**src/rtl/router_pkg.sv**
```systemverilog
// Shared types for the router receive path.
// Latency: n/a (types and constants only).
// Backpressure: n/a.
package router_pkg;

    localparam int BYTE_W = 8;

    typedef enum logic {
        IDLE = 1'b0,
        RECV = 1'b1
    } rx_state_e;

    // One FIFO entry: payload byte plus end-of-packet marker.
    typedef struct packed {
        logic              last;
        logic [BYTE_W-1:0] data;
    } rx_entry_t;

endpackage

```
**src/rtl/router_rx_fifo.sv**
```systemverilog
// First-word-fall-through FIFO holding received bytes with their last flag.
// Latency: a write is visible at the head one cycle after the write edge.
// Backpressure: caller must not write when full unless popping in the same cycle.
module router_rx_fifo #(
    parameter int DEPTH = 8,
    parameter int W     = 9
) (
    input  logic         clock,
    input  logic         reset_n,
    input  logic         wr_en,
    input  logic [W-1:0] wr_dat,
    input  logic         rd_en,
    output logic [W-1:0] rd_dat,
    output logic         empty,
    output logic         full
);

    localparam int AW = $clog2(DEPTH);

    logic [W-1:0] mem [DEPTH];
    logic [AW:0]  wr_ptr;
    logic [AW:0]  rd_ptr;

    // Storage array; contents need no reset since empty gates the head.
    always_ff @(posedge clock) begin
        if (wr_en) begin
            mem[wr_ptr[AW-1:0]] <= wr_dat;
        end
    end

    // Pointer update; extra MSB distinguishes full from empty.
    always_ff @(posedge clock) begin
        if (!reset_n) begin
            wr_ptr <= '0;
            rd_ptr <= '0;
        end else begin
            if (wr_en) wr_ptr <= wr_ptr + 1'b1;
            if (rd_en) rd_ptr <= rd_ptr + 1'b1;
        end
    end

    assign rd_dat = mem[rd_ptr[AW-1:0]];
    assign empty  = (wr_ptr == rd_ptr);
    assign full   = (wr_ptr[AW-1:0] == rd_ptr[AW-1:0]) && (wr_ptr[AW] != rd_ptr[AW]);

endmodule

```
**src/rtl/router_port_rx.sv**
```systemverilog
// Deserialises one router output port (LSB-first bits) into bytes queued in a FIFO.
// Latency: byte visible on valid_o one cycle after the edge accepting its 8th bit.
// Backpressure: ready_i pops the head; bytes completing while full with no pop are dropped (overflow_o).
module router_port_rx
    import router_pkg::*;
#(
    parameter int DEPTH = 8,
    parameter int CNT_W = 16
) (
    input  logic              clock,
    input  logic              reset_n,
    input  logic              dout,
    input  logic              valido_n,
    input  logic              frameo_n,
    output logic [BYTE_W-1:0] byte_o,
    output logic              last_o,
    output logic              valid_o,
    input  logic              ready_i,
    output logic              overflow_o,
    output logic              frag_err_o,
    output logic [CNT_W-1:0]  pkt_cnt_o
);

    localparam logic [CNT_W-1:0] CNT_ONE = 1;

    rx_state_e         state;
    rx_state_e         state_nxt;
    logic              armed;      // frameo_n seen high since reset
    logic [2:0]        bit_idx;
    logic [BYTE_W-2:0] shreg;      // bits 0..6 of the byte in progress
    logic              accept;
    logic              eop;
    logic              byte_done;
    logic              pkt_ok;
    logic              pkt_frag;
    logic              pop;
    logic              wr_en;
    logic              drop;
    logic              fifo_empty;
    logic              fifo_full;
    rx_entry_t         wr_entry;
    rx_entry_t         head;

    // Next-state and bit-accept decode; a frame start is only honoured once armed.
    always_comb begin
        state_nxt = state;
        accept    = 1'b0;
        eop       = 1'b0;
        case (state)
            IDLE: begin
                accept = !valido_n && !frameo_n && armed;
                if (!frameo_n && armed) state_nxt = RECV;
            end
            RECV: begin
                accept = !valido_n;
                eop    = frameo_n;
                if (frameo_n) state_nxt = IDLE;
            end
            default: state_nxt = IDLE;
        endcase
    end

    assign byte_done = accept && (bit_idx == 3'd7);
    assign pkt_ok    = eop && (accept ? (bit_idx == 3'd7) : (bit_idx == 3'd0));
    assign pkt_frag  = eop && !pkt_ok;
    assign pop       = !fifo_empty && ready_i;
    assign wr_en     = byte_done && (!fifo_full || pop);
    assign drop      = byte_done && fifo_full && !pop;
    assign wr_entry  = '{last: frameo_n, data: {dout, shreg}};

    // State register.
    always_ff @(posedge clock) begin
        if (!reset_n) state <= IDLE;
        else          state <= state_nxt;
    end

    // Shifter, bit index, sticky flags and packet counter.
    always_ff @(posedge clock) begin
        if (!reset_n) begin
            armed      <= 1'b0;
            bit_idx    <= 3'd0;
            shreg      <= '0;
            overflow_o <= 1'b0;
            frag_err_o <= 1'b0;
            pkt_cnt_o  <= '0;
        end else begin
            armed <= armed | frameo_n;
            if (eop)         bit_idx <= 3'd0;
            else if (accept) bit_idx <= bit_idx + 3'd1;
            if (accept && (bit_idx != 3'd7)) shreg[bit_idx] <= dout;
            if (drop)     overflow_o <= 1'b1;
            if (pkt_frag) frag_err_o <= 1'b1;
            if (pkt_ok)   pkt_cnt_o  <= pkt_cnt_o + CNT_ONE;
        end
    end

    router_rx_fifo #(
        .DEPTH (DEPTH),
        .W     (BYTE_W + 1)
    ) u_fifo (
        .clock   (clock),
        .reset_n (reset_n),
        .wr_en   (wr_en),
        .wr_dat  (wr_entry),
        .rd_en   (pop),
        .rd_dat  (head),
        .empty   (fifo_empty),
        .full    (fifo_full)
    );

    assign valid_o = !fifo_empty;
    assign byte_o  = fifo_empty ? '0 : head.data;
    assign last_o  = fifo_empty ? 1'b0 : head.last;

endmodule

```
**config.mk**
```make
export PLATFORM = sky130hd
export DESIGN_NAME = router_port_rx
export DESIGN_NICKNAME = d
export VERILOG_FILES = /design/src/rtl/router_pkg.sv /design/src/rtl/router_rx_fifo.sv /design/src/rtl/router_port_rx.sv
export SDC_FILE = /design/constraint.sdc
export NUM_CORES = 1
export LEC_CHECK = 0
export CAP_MARGIN = 15
export CORE_MARGIN = 8
export CORE_UTILIZATION = 52
export DETAILED_ROUTE_END_ITERATION = 10
export PLACE_DENSITY_LB_ADDON = 0.3
export RECOVER_POWER = 25
export SYNTH_ARGS = -nofsm -noshare
export SYNTH_HDL_FRONTEND = slang
export SYNTH_SLANG_ARGS = --single-unit
```
**constraint.sdc**
```tcl
create_clock -name clock -period 2.3 [get_ports clock]
set_input_delay 0.46 -clock clock [delete_from_list [all_inputs] [get_ports clock]]
set_output_delay 0.46 -clock clock [all_outputs]
set_load 0.02 [all_outputs]
```
# ---- Word-level counts from Yosys, hierarchy flattened
# Memory sizes are Yosys's and may differ from the RTL's. A register that Yosys moved wholly into a read port is not among the register bits.
# Cells that the tools add are included.
dict set report classes {
  add_sub_neg 4
  multipliers 0
  n_div 0
  order_cmp 2
  n_eq_ne 5
  shifts 0
  muxes 15
  bitwise_logic 3
  reduce_logical 22
}
# operator count
set ops {}
lappend ops {{adder 16 x 1 -> 16 bit, second input constant} 1}
lappend ops {{logical AND 1 bit} 13}
lappend ops {{adder 4 x 1 -> 4 bit, second input constant} 2}
lappend ops {{2-to-1 mux 1 bit} 8}
lappend ops {{2-to-1 mux 8 bit} 1}
lappend ops {{bitwise mux 7 bit} 1}
lappend ops {{zero test 1 bit} 6}
lappend ops {{2-to-1 mux 3 bit} 2}
lappend ops {{== test 4 bit} 1}
lappend ops {{< comparator 3 x 4 -> 1 bit, second input constant} 1}
lappend ops {{one-hot mux 1 bit (2 select lines)} 2}
lappend ops {{adder 3 x 1 -> 3 bit, second input constant} 1}
lappend ops {{demux 1 bit (select 3 bit)} 1}
lappend ops {{== test 3 bit} 1}
lappend ops {{== test 3 bit, second input constant} 1}
lappend ops {{greater-or-equal comparator 3 x 1 -> 1 bit, second input constant} 1}
lappend ops {{zero test 3 bit} 1}
lappend ops {{inequality test 3 bit, second input constant} 1}
lappend ops {{NOT 1 bit} 2}
lappend ops {{OR reduction 2 bit} 1}
lappend ops {{logical OR 1 bit} 1}
lappend ops {{inequality test 1 bit} 1}
lappend ops {{OR 1 bit} 1}
dict set report totals {
  reg_bits 38
  latchBits 0
  mem_bits_rw 72
  romBits 0
  inputBits 6
  output_inout_bits 28
  elab_cells 61
  n_memories 1
}
# memory depth width rd rd_ports_with_merged_regs write_ports line
set memory_table {}
lappend memory_table {u_fifo.mem 8 9 1 1 1 router_rx_fifo.sv:20} ;# logic [W-1:0] mem [DEPTH];

# ---- Depth between registers and ports, before layout
dict set report depth {
  depth_word 8
  mapped_depth 7
  mapped_depth_nobuf 6
}

# ---- By module
# From an unflattened synthesis, not the netlist that was laid out.
dict set report hier_totals {
  cells_unflattened 328
  hier_area_um2 4722.0
}
# module instances cells_each area_each_um2 seq_area_each_um2
set by_module_without_submodules {}
lappend by_module_without_submodules {router_rx_fifo 1 160 3288.2 2382.3}
lappend by_module_without_submodules {router_port_rx 1 168 1433.9 600.6}

# ---- Worst setup path after synthesis
# OpenSTA, ideal clock, no wires.
dict set report synth_path {
  path_type {reg2reg}
  startpoint {register bit_idx[0]}
  endpoint {memory u_fifo.mem[3][0] (enable)}
  setup_ns 0.338
  arrival_time_ns 1.874
  t_required_ns 1.962
  slack_ns 0.087
  stages_incl_launch_ff 8
  n_path_buf 1
  synth_period_minus_slack_ns 2.213
  cell_sequence {dfxtp_1 -> ha_1 -> ha_1 -> nand2b_1 -> buf_2 -> a21o_1 -> a21oi_2 -> and4b_1}
}
dict set report synth_via {
  elab_chain_cells 5
}
# item line
set synth_rtl {}
lappend synth_rtl {{start: declaration} router_port_rx.sv:29} ;# logic [2:0] bit_idx;
lappend synth_rtl {{start signal: assignment} router_port_rx.sv:89} ;# else if (accept) bit_idx <= bit_idx + 3'd1;
lappend synth_rtl {{== test 3 bit} router_port_rx.sv:63} ;# assign byte_done = accept && (bit_idx == 3'd7);
lappend synth_rtl {{logical AND 1 bit} router_port_rx.sv:63}
lappend synth_rtl {{logical AND 1 bit} router_port_rx.sv:67} ;# assign wr_en = byte_done && (!fifo_full || pop);
lappend synth_rtl {{2-to-1 mux 1 bit} router_rx_fifo.sv:26} ;# if (wr_en) begin
lappend synth_rtl {{2-to-1 mux 1 bit (implied by the code)} router_rx_fifo.sv:27} ;# mem[wr_ptr[AW-1:0]] <= wr_dat;
lappend synth_rtl {{end: declaration} router_rx_fifo.sv:20}
# No other way between the ends.

==> impl_results.md <==
* Vias in the first global route at 3214
* Bufs on Longest Clock Path at 2
* TritonRoute pass-1 iters at 4
* Post-synth top cells: edfxtp_1 (72), dfxtp_1 (41), nand2_1 (29)
* Leak pwr at 0.00219 uW
* CP arrival at 1.96 ns
* Final nets at 435
* DP HPWL at 6.17 mm
* Worst-path clk slew at 0.06 ns
* Root buffer cell: clkbuf_8
* Unrepaired setup endpoints after global routing: yes
* FF-to-FF Start: bit_idx[0]$_SDFFE_PP0P_
* Routability Congestion at 0.793
* Crit path cell chain: buf_12 -> mux4_2 -> mux2i_2 -> nor2_1 -> buf_4
* Core area at 9020 um^2
* Final period utilization at 105%
* Failing checks: setup timing
* Number of synthesized flops with an enable pin at 72
* # IOs at 34
* Num CTS Buffers at 17
* Min-delay worst type: reg -> reg
* Synth-to-layout area growth at 30.4%
* Largest net degree at the start of global routing at 23
* Routed len/inst at 18.0 um
* Yosys warnings at 0
* Setup Crit Path Kind: reg -> out
* Ys flop type: edfxtp_1
* Max-cap violations at 0
* Slowest stage delay, CP at 0.52 ns
* DR vias at 3021
* Starting DRC count in detailed routing at 157
* Layout cells sized above 1 at 25.9%
* Worst EP required at 1.84 ns
* FP Rows at 35
* PortBufs at 33
* Via-to-Cell Ratio at 5.52
* Top cell type's share of synthesized area at 45.7%
* Die height at 111 um
* Post-route setup slack at -0.125 ns
* PwrDens at 812 nW/um^2
* Slew HR at 66.3%
* Final wirelength at 9.84 mm
* Largest cells by area after synthesis: edfxtp_1 (46%), dfxtp_1 (17%), mux4_2 (8.6%)
* ANT nets after route at 0
* Tightest Pin Transition at 0.500 ns
* Grt ovf at 0
* Die X-Extent at 111 um
* Sequential-to-total area share from yosys stat at 63.0%
* CP Launch Type: register
* Syn_area_per_cell at 13.7 um^2
* Total power at 5010 uW
* Syn_nets at 357
* CP Max Fanout at 8
* Drt drc at 0
* Placed instance count at 512
* Tmin final at 2.42 ns
* Slowest stage cell, crit path: mux4_2
* HP Start: frag_err_o$_SDFFE_PN0P_
* Post-Syn Area at 4730 um^2
* Final clock skew at 0.00654 ns
* Final setup fails at 9
* Final Hold Vio Count at 0
* Area leader, netlist: edfxtp_1
* Mapped Cells at 345
* Status: complete, but fails checks
* Seq cells post-synth at 113
* Most frequent cell after synthesis: edfxtp_1
* Diodes inserted at 0
* CTS Sinks at 113
* Die area at 12400 um^2
* GRT Util Overall at 16.5%
* Max-slew violations at 0
* Cts hold-fix bufs at 0
* Global-route wire length before repair at 16.1 mm
* F_max at 0.412 GHz
* CTS tree: built
* Synth cell types at 46
* CTS H-tree lvls at 4
* Max VDD drop at 436 uV
* Asr flop ratio synth at 0%
* Initial antenna violation count at 0
* Finished Layout Cells at 547
* Starting Density at 52.5%
* Insertion delay to the later sink of the worst-skew pair at 0.51 ns
* CP Capture Type: output pin
[logic make-up after synthesis]
family / Yosys count / share of synthesized area [%]
multiplexers: 41 / 13.4
XOR/XNOR: 10 / 1.85
flip-flops: 113 / 63.0
AO/OA/AOI/OAI: 42 / 6.05
buffers and inverters: 27 / 2.35
AND/OR/NAND/NOR: 106 / 11.7
adder cells (fa/ha/maj): 6 / 1.59
[power by group]
| part | switching [uW] | internal (uW) |
|---|---|---|
| clock | 992 | 1790 |
| sequential | 8.36 | 2140 |
| combinational | 43.8 | 31.2 |
| total | 1040 | 3970 |
[final timing paths]
check / end / cells past startpoint / slack [ns]
max: byte_o[4] / 5 / -0.12
min: frag_err_o$_SDFFE_PN0P_ / 1 / 0.47
max reg2reg: u_fifo.mem[2][7]$_DFFE_PP_ / 7 / 0.20
min reg2reg: frag_err_o$_SDFFE_PN0P_ / 1 / 0.47
[registers in the layout, indices dropped and copies added (netlist names), named ones only]
name	cells
shreg	7
u_fifo.rd_ptr	4
u_fifo.mem	72
frag_err_o	1
u_fifo.wr_ptr	4
overflow_o	1
pkt_cnt_o	16
bit_idx	3
state	1
armed	1
[cell type report]
type	instances	area (um^2)
clock buffers	17	414
clock inverters	15	220
fillers	642	2850
inverters	13	48.8
multi-input cells	205	1650
flip-flops and latches	113	2990
well taps	111	139
repair buffers	73	712
[per-stage QoR]
step | worst slack (ns) | setup TNS [ns] | hold slack [ns] | utilization, % | instance area, um^2
3_3_place_gp | 0.0293 | 0 | 0.451 | 61.2 | 5520
5_1_grt | -0.205 | -1.45 | 0.498 | 68.4 | 6170
6_report | -0.125 | -0.615 | 0.470 | 68.4 | 6170
2_1_floorplan | 0.0873 | 0 | 0.454 | - | 4730
3_5_place_dp | 0.00200 | 0 | 0.458 | 61.2 | 5520
4_1_cts | -0.149 | -0.846 | 0.477 | 68.3 | 6170
[critical path, delay by kind of cell (launching register included)]
family	cells	cell delay, ns
buffers and inverters	2	0.30
muxes	2	0.69
and+or+nand+nor	1	0.06
DFF	1	0.40
[per-layer routing]
layer,routed length (um),GRT usage [%],part of all wire (%),up-vias
met4,98,7.20,1.0,0
met1,4160,18.4,42,1479
li1,-,-,-,1469
met5,0,0,0,-
met3,460,4.62,4.7,9
met2,5120,28.7,52,64
[repair_timing]
item / 4_1_cts / 5_1_grt
gates resized for setup: 48 / 5
cloned: 1 / 0
endpoints found under the setup margin: 10 / 10
endpoints found under the hold margin: 0 / 0
buffers inserted: 2 / 0
[layout by cell type (no fill, tap or decap), drive strengths merged, types with 6 or more instances in the layout]
master / netlist / layout
edfxtp: 72 / 72
buf: 7 / 49
dfxtp: 41 / 41
nand2: 29 / 29
nor2: 26 / 26
clkdlybuf4s50: 0 / 23
mux2i: 23 / 23
inv: 13 / 20
mux4: 18 / 18
clkbuf: 7 / 18
a21oi: 16 / 16
nand3: 9 / 9
or3: 9 / 9
nand2b: 7 / 7
o21ai: 7 / 7
nand4: 6 / 6
ha: 6 / 6
(Power assumes the default switching activity.)
==> RTL edit 1 (same settings) <==
The parameter `CNT_W` goes from 16 to 32.
--- a/src/rtl/router_port_rx.sv
+++ b/src/rtl/router_port_rx.sv
@@ -5,7 +5,7 @@
     import router_pkg::*;
 #(
     parameter int DEPTH = 8,
-    parameter int CNT_W = 16
+    parameter int CNT_W = 32
 ) (
     input  logic              clock,
     input  logic              reset_n,
Ports: changed (resized pkt_cnt_o); port bits go from 34 to 50. The function was not compared with the original's and may differ.
==> RTL edit 1 against the unedited design <==
- the flow still finishes with violations (negative setup slack)
- register-to-register slack got worse by 0.06 ns
- highest routed layer unchanged
- sequential cell count increased by 16
- first-iteration DRC count up 55%
- design area is 18% higher
- power up 9.5%
- area after synthesis rose by 17%
- wire length up 36%
- final cell count grew 26%
- setup slack got worse by 0.075 ns
- clock skew up 0.0032 ns
==> RTL edit 1: results (changes against the unedited design) <==
yosys:
  syn_nets: 452  # +27%
  synth.area.top_cells: "edfxtp_1 39%, dfxtp_1 21%, mux4_2 7.3%"
  synth_largest_area_cell: "edfxtp_1"
  synth_common_cells: "72 x edfxtp_1, 57 x dfxtp_1, 32 x nand2_1"
  synthArstFlopShare_pct: 0  # unchanged
  seq_area_frac_synth_pct: 59.5  # -3.5 points
  postSynthCellCount: 440  # +28%
  synthDistinctLibCells: 51  # +11%
grt:
  grt_use_total_pct: 19.5  # +3.0 points
  grt_max_degree: 28  # +22%
  grt_pass1_wl_um: 21900  # +36%
  antenna_found_initial: 0  # unchanged
  grt_pass1_vias: 4151  # +29%
critical_path:
  reg2reg_depth: 8  # +1
  crit_arrival_ns: 2.04  # +0.08 ns
  cp_max_fo: 5  # -3
timing:
  tightestPinTransition_ns: 0.572  # +0.0720 ns
  tns_ns: -1.33  # -0.719 ns
  finalSetupViolCount: 9  # unchanged
  fin_skew_ns: 0.00970  # +0.00316 ns
  setup_ws_ns: -0.199  # -0.0749 ns
cts:
  path_clk_slew_ns: 0.06  # about the same
  cts_buffers: 17  # unchanged
cells_and_area:
  finalNetCount: 551  # +27%
  nFillCells: 716  # +12%
  drive_gt1_share_pct: 24.0  # -2.0 points
placed_design:
  dpl_cell_area_um2: 6550  # +19%
  gp_congestion: 0.791  # -0.23%
  dp_cells: 648  # +27%
  hpwl_um: 8530  # +38%
  port_buffers: 49  # +48%
  place_ws_ns: -0.131  # -0.133 ns
drt:
  drtPass1Iterations: 5  # +1
  via_count: 4073  # +35%
  drt-vias-per-instance: 5.93  # +7.3%
  wl_um: 13400  # +36%
  drtIter0Drc: 243  # +55%
worst_hold_path:
  min_path_type: "reg2reg"
  min_path_cells: 2  # +1
power:
  ir_worst_vdd_mv: 0.529  # +22%
  p_sw_w: 0.00106  # +1.0%
  p_leak_nw: 2.66  # +21%
status:
  status: "finished with violations"
  violations: "negative setup slack"
==> RTL edit 1: cell types whose count changed in the layout (fill, tap and decap cells not counted), sizes merged, moves of 11 or more <==
| cell | change |
|---|---|
| buf | +18 |
| or4 | +11 |
| o31ai | +11 |
| clkdlybuf4s50 | +15 |
| a21oi | +11 |
| dfxtp | +16 |
==> RTL edit 1: what timing repair did <==
| item | CTS | global route |
|---|---|---|
| setup buffers | 4 | 2 |
| hold buffers | 0 | 0 |
| setup endpoints to repair | 10 | 51 |
| pin swaps | 0 | 2 |
| gates resized for setup | 48 | 10 |
| cloned | 3 | 0 |
==> RTL edit 1: kinds of logic (layout without fill, tap and decap cells) <==
kind of cell / after synthesis / count (layout) / share of synthesized area [%]
xor+xnor: 10 / 10 / 1.58
flops: 129 / 129 / 59.5
compound gates: 71 / 71 / 8.79
simple gates: 145 / 145 / 14.2
mux: 43 / 43 / 11.8
buf+inv: 36 / 147 / 2.79
fa+ha+maj: 6 / 6 / 1.35
==> RTL edit 1: final timing paths <==
kind / start / end / slack, ns
setup / recovery: flip-flop / byte_o[5] / -0.20
hold / removal: frag_err_o / frag_err_o / 0.47
setup reg to reg: bit_idx[0] / u_fifo.mem[2][4] / 0.14
hold reg to reg: frag_err_o / frag_err_o / 0.47
==> RTL edit 1: worst max-delay path, cell delays in order, from the launching register on <==
cell	delay [ns]
dfxtp_4	0.39
buf_12	0.13
buf_16	0.12
mux4_2	0.53
mux2i_1	0.14
nor2_1	0.05
buf_4	0.15
==> RTL edit 1: routing by layer <==
metal  vias to the layer above  track usage, %  wire length [um]
met5                         -               0                 0
met2                       146            33.2              6790
met4                         0            6.79               262
li1                       1896               -                 -
met3                        26            5.72               828
met1                      2005            23.1              5500
==> RTL edit 1: cell type report <==
| cell class | instances | area, um^2 | area share [%] |
|---|---|---|---|
| sequential | 129 | 3310 | 45.4 |
| multi-input combinational | 275 | 2140 | 29.4 |
| timing repair buffer | 106 | 987 | 13.5 |
| clock buffer | 18 | 418 | 5.72 |
| clock inverter | 13 | 234 | 3.20 |
| tap | 136 | 170 | 2.33 |
| inverter | 10 | 37.5 | 0.514 |
==> RTL edit 1: power by group through the flow <==
stage	clock network, W	registers [W]	logic, W
3_5_place_dp	0	0.00248	0.0000878
4_1_cts	0.00300	0.00243	0.0000887
6_report	0.00297	0.00243	0.0000893
5_1_grt	0.00309	0.00243	0.0000977
2_1_floorplan	0	0.00248	0.0000455
3_3_place_gp	0	0.00248	0.0000860
==> RTL edit 2 (same flow settings) <==
Without the edit above. Reset style: asynchronous (`reset_n`), changed in 3 clocked blocks.
--- a/src/rtl/router_rx_fifo.sv
+++ b/src/rtl/router_rx_fifo.sv
@@ -29,7 +29,7 @@
     end
 
     // Pointer update; extra MSB distinguishes full from empty.
-    always_ff @(posedge clock) begin
+    always_ff @(posedge clock or negedge reset_n) begin
         if (!reset_n) begin
             wr_ptr <= '0;
             rd_ptr <= '0;
--- a/src/rtl/router_port_rx.sv
+++ b/src/rtl/router_port_rx.sv
@@ -69,13 +69,13 @@
     assign wr_entry  = '{last: frameo_n, data: {dout, shreg}};
 
     // State register.
-    always_ff @(posedge clock) begin
+    always_ff @(posedge clock or negedge reset_n) begin
         if (!reset_n) state <= IDLE;
         else          state <= state_nxt;
     end
 
     // Shifter, bit index, sticky flags and packet counter.
-    always_ff @(posedge clock) begin
+    always_ff @(posedge clock or negedge reset_n) begin
         if (!reset_n) begin
             armed      <= 1'b0;
             bit_idx    <= 3'd0;
Behaviour: differs if reset_n is asserted again (counterexample within 4 cycles, from zero or initial values and one cycle with reset_n low); with reset_n held inactive, the same outputs for 10 cycles.
==> RTL edit 2 against the unedited design <==
- the run still ends with negative setup slack left
- worst hold slack got worse by 0.26 ns
- area after synthesis decreased by 2.5%
- critical path type unchanged
- sequential cell count decreased by 3
- global-route usage decreased by 0.65 points
- wire length decreased by 11%
- setup slack improved by 0.032 ns
- design area decreased by 9.8%
Power is not compared: it rests on default switching activity, and its combinational part moved more than twofold at a synthesized area within 25%.
==> RTL edit 2: results (changes against the unedited design) <==
status:
  status: "finished with violations"
  violations: "negative setup slack"
yosys:
  seq_area_frac_synth_pct: 67.4  # +4.4 points
  synthFlopType: "edfxtp_1"
  ys_warn_count: 0  # unchanged
  synthArstFlopShare_pct: 34.5  # +35 points
  synth.area.top_cells: "edfxtp_1 47%, dfrtp_1 21%, mux4_2 8.8%"
  synth_common_cells: "72 x edfxtp_1, 38 x dfrtp_1, 18 x mux4_2, 18 x nor2_1, 17 x xnor2_1"
  synthDistinctLibCells: 40  # -13%
  syn_area_per_cell_um2: 16.3  # +18%
  synth_enable_flop_cells: 72  # unchanged
  syn_nets: 296  # -17%
placed_design:
  dp_cells: 435  # -15%
  gp_congestion: 0.820  # +3.5%
  hpwl_um: 5500  # -11%
  port_buffers: 33  # unchanged
drt:
  drt-vias-per-instance: 5.54  # +0.33%
  wl_met1_um: 3750  # -9.7%
  via_count: 2560  # -15%
  wl_per_cell_um: 19.0  # +5.7%
  wl_met2_um: 4420  # -14%
  wl_met3_um: 492  # +7.0%
  drtIter0Drc: 180  # +15%
grt:
  met2_usage_pct: 26.2  # -2.4 points
  antenna_found_initial: 0  # unchanged
  met1_usage_pct: 19.8  # +1.4 points
  grt_use_met3_pct: 4.42  # -0.21 points
  grt_use_total_pct: 15.8  # -0.65 points
  grt_max_degree: 39  # +70%
  grt_pass1_wl_um: 14200  # -12%
cells_and_area:
  nFillCells: 646  # +0.62%
  drive_gt1_share_pct: 28.8  # +2.9 points
  finalNetCount: 361  # -17%
timing:
  setup_ws_ns: -0.0930  # +0.0316 ns
  tightestPinTransition_ns: 0.941  # +0.441 ns
  finalSetupViolCount: 9  # unchanged
  holdWs_ns: 0.215  # -0.256 ns
  fin_skew_ns: 0.0112  # +0.00469 ns
cts:
  cts_root_buf: "clkbuf_8"
  path_clk_slew_ns: 0.10  # +0.04 ns
  h-tree-depth: 3  # -1
  cts_buffers: 9  # -8
  clk_latency_ns: 0.37  # -0.14 ns
critical_path:
  cp_top_family: "multiplexers"
  r2r_slack_ns: 0.11  # -0.09 ns
  crit_slowest_cell: "mux4_2"
  crit_arrival_ns: 1.93  # -0.03 ns
  cp_max_fo: 5  # -3
  crit_path_max_incr_delay_ns: 0.48  # -0.04 ns
  worstReg2RegStart: "u_fifo.rd_ptr[0]"
  r2r-end: "u_fifo.mem[6][3]"
  reg2reg_depth: 6  # -1
power:
  power.internal_w: 0.00376
  pg_comb_w: 0.00198
  ir_worst_vdd_mv: 0.647
worst_hold_path:
  min_path_type: "in2async"
RTL edit 2: cell count changes after synthesis, sizes merged, moves of 4 or more:
| cell | unedited run | this run |
|---|---|---|
| dfxtp | 41 | 0 |
| nor2 | 26 | 18 |
| inv | 13 | 6 |
| a211oi | 5 | 0 |
| and3 | 1 | 8 |
| mux2i | 23 | 9 |
| a21oi | 16 | 0 |
| dfrtp | 0 | 38 |
| xnor2 | 5 | 17 |
| or3 | 9 | 1 |
| nand2 | 29 | 11 |
| nand2b | 7 | 3 |
| o21ai | 7 | 2 |
| mux2 | 0 | 11 |
RTL edit 2: worst register-to-register path: stages, from the launching register on:
cell and delay (ns):
dfrtp_2 0.47, buf_12 0.17, xor2_4 0.16, or3_1 0.49, o211ai_1 0.37, nor2_1 0.09
buf_4 0.20
RTL edit 2: repair_timing:
action / CTS / global route
cloned: 2 / 0
buffers inserted: 9 / 2
endpoints found under the setup margin: 10 / 36
pin swaps: 1 / 3
gates resized for setup: 49 / 11
RTL edit 2: area by class of cell:
| class | instances | area [um^2] | share of cell area (%) |
|---|---|---|---|
| Clock buffer | 9 | 124 | 2.22 |
| Tap cell | 108 | 135 | 2.43 |
| Sequential cell | 110 | 3110 | 55.9 |
| Inverter | 6 | 22.5 | 0.404 |
| Multi-Input combinational cell | 153 | 1450 | 26.1 |
| Clock inverter | 7 | 51.3 | 0.921 |
| Timing Repair Buffer | 69 | 667 | 12.0 |
RTL edit 2: cell families (layout without fill, tap and decap cells):
| group | count (synthesis) | count (layout) | synth area share, % |
|---|---|---|---|
| flops | 110 | 110 | 67.4 |
| simple gates | 70 | 70 | 7.75 |
| mux | 38 | 38 | 13.5 |
| xor+xnor | 25 | 25 | 4.74 |
| buf+inv | 21 | 91 | 2.17 |
| compound gates | 14 | 14 | 2.79 |
| fa+ha+maj | 6 | 6 | 1.63 |
RTL edit 2: worst max path at each step:
stage | startpoint | to | slack (ns) | cells past startpoint
after global placement | u_fifo.rd_ptr[0] | byte_o[3] | -0.07 | 5
after global routing | u_fifo.rd_ptr[0] | last_o | -0.18 | 6
after floorplan | bit_idx[0] | u_fifo.mem[1][0] | -0.04 | 6
final | u_fifo.rd_ptr[0] | byte_o[2] | -0.09 | 6
after detailed placement | u_fifo.rd_ptr[0] | byte_o[3] | -0.08 | 5
after CTS | u_fifo.rd_ptr[0] | byte_o[5] | -0.12 | 6
RTL edit 2: metrics by stage:
stage                     area, um^2  setup slack [ns]  TNS [ns]
after global placement          5260           -0.0684   -0.0897
final                           5570           -0.0930    -0.523
after CTS                       5550            -0.122    -0.778
after global routing            5570            -0.180     -1.41
after floorplan                 4630           -0.0437    -0.839
after detailed placement        5260           -0.0756    -0.564
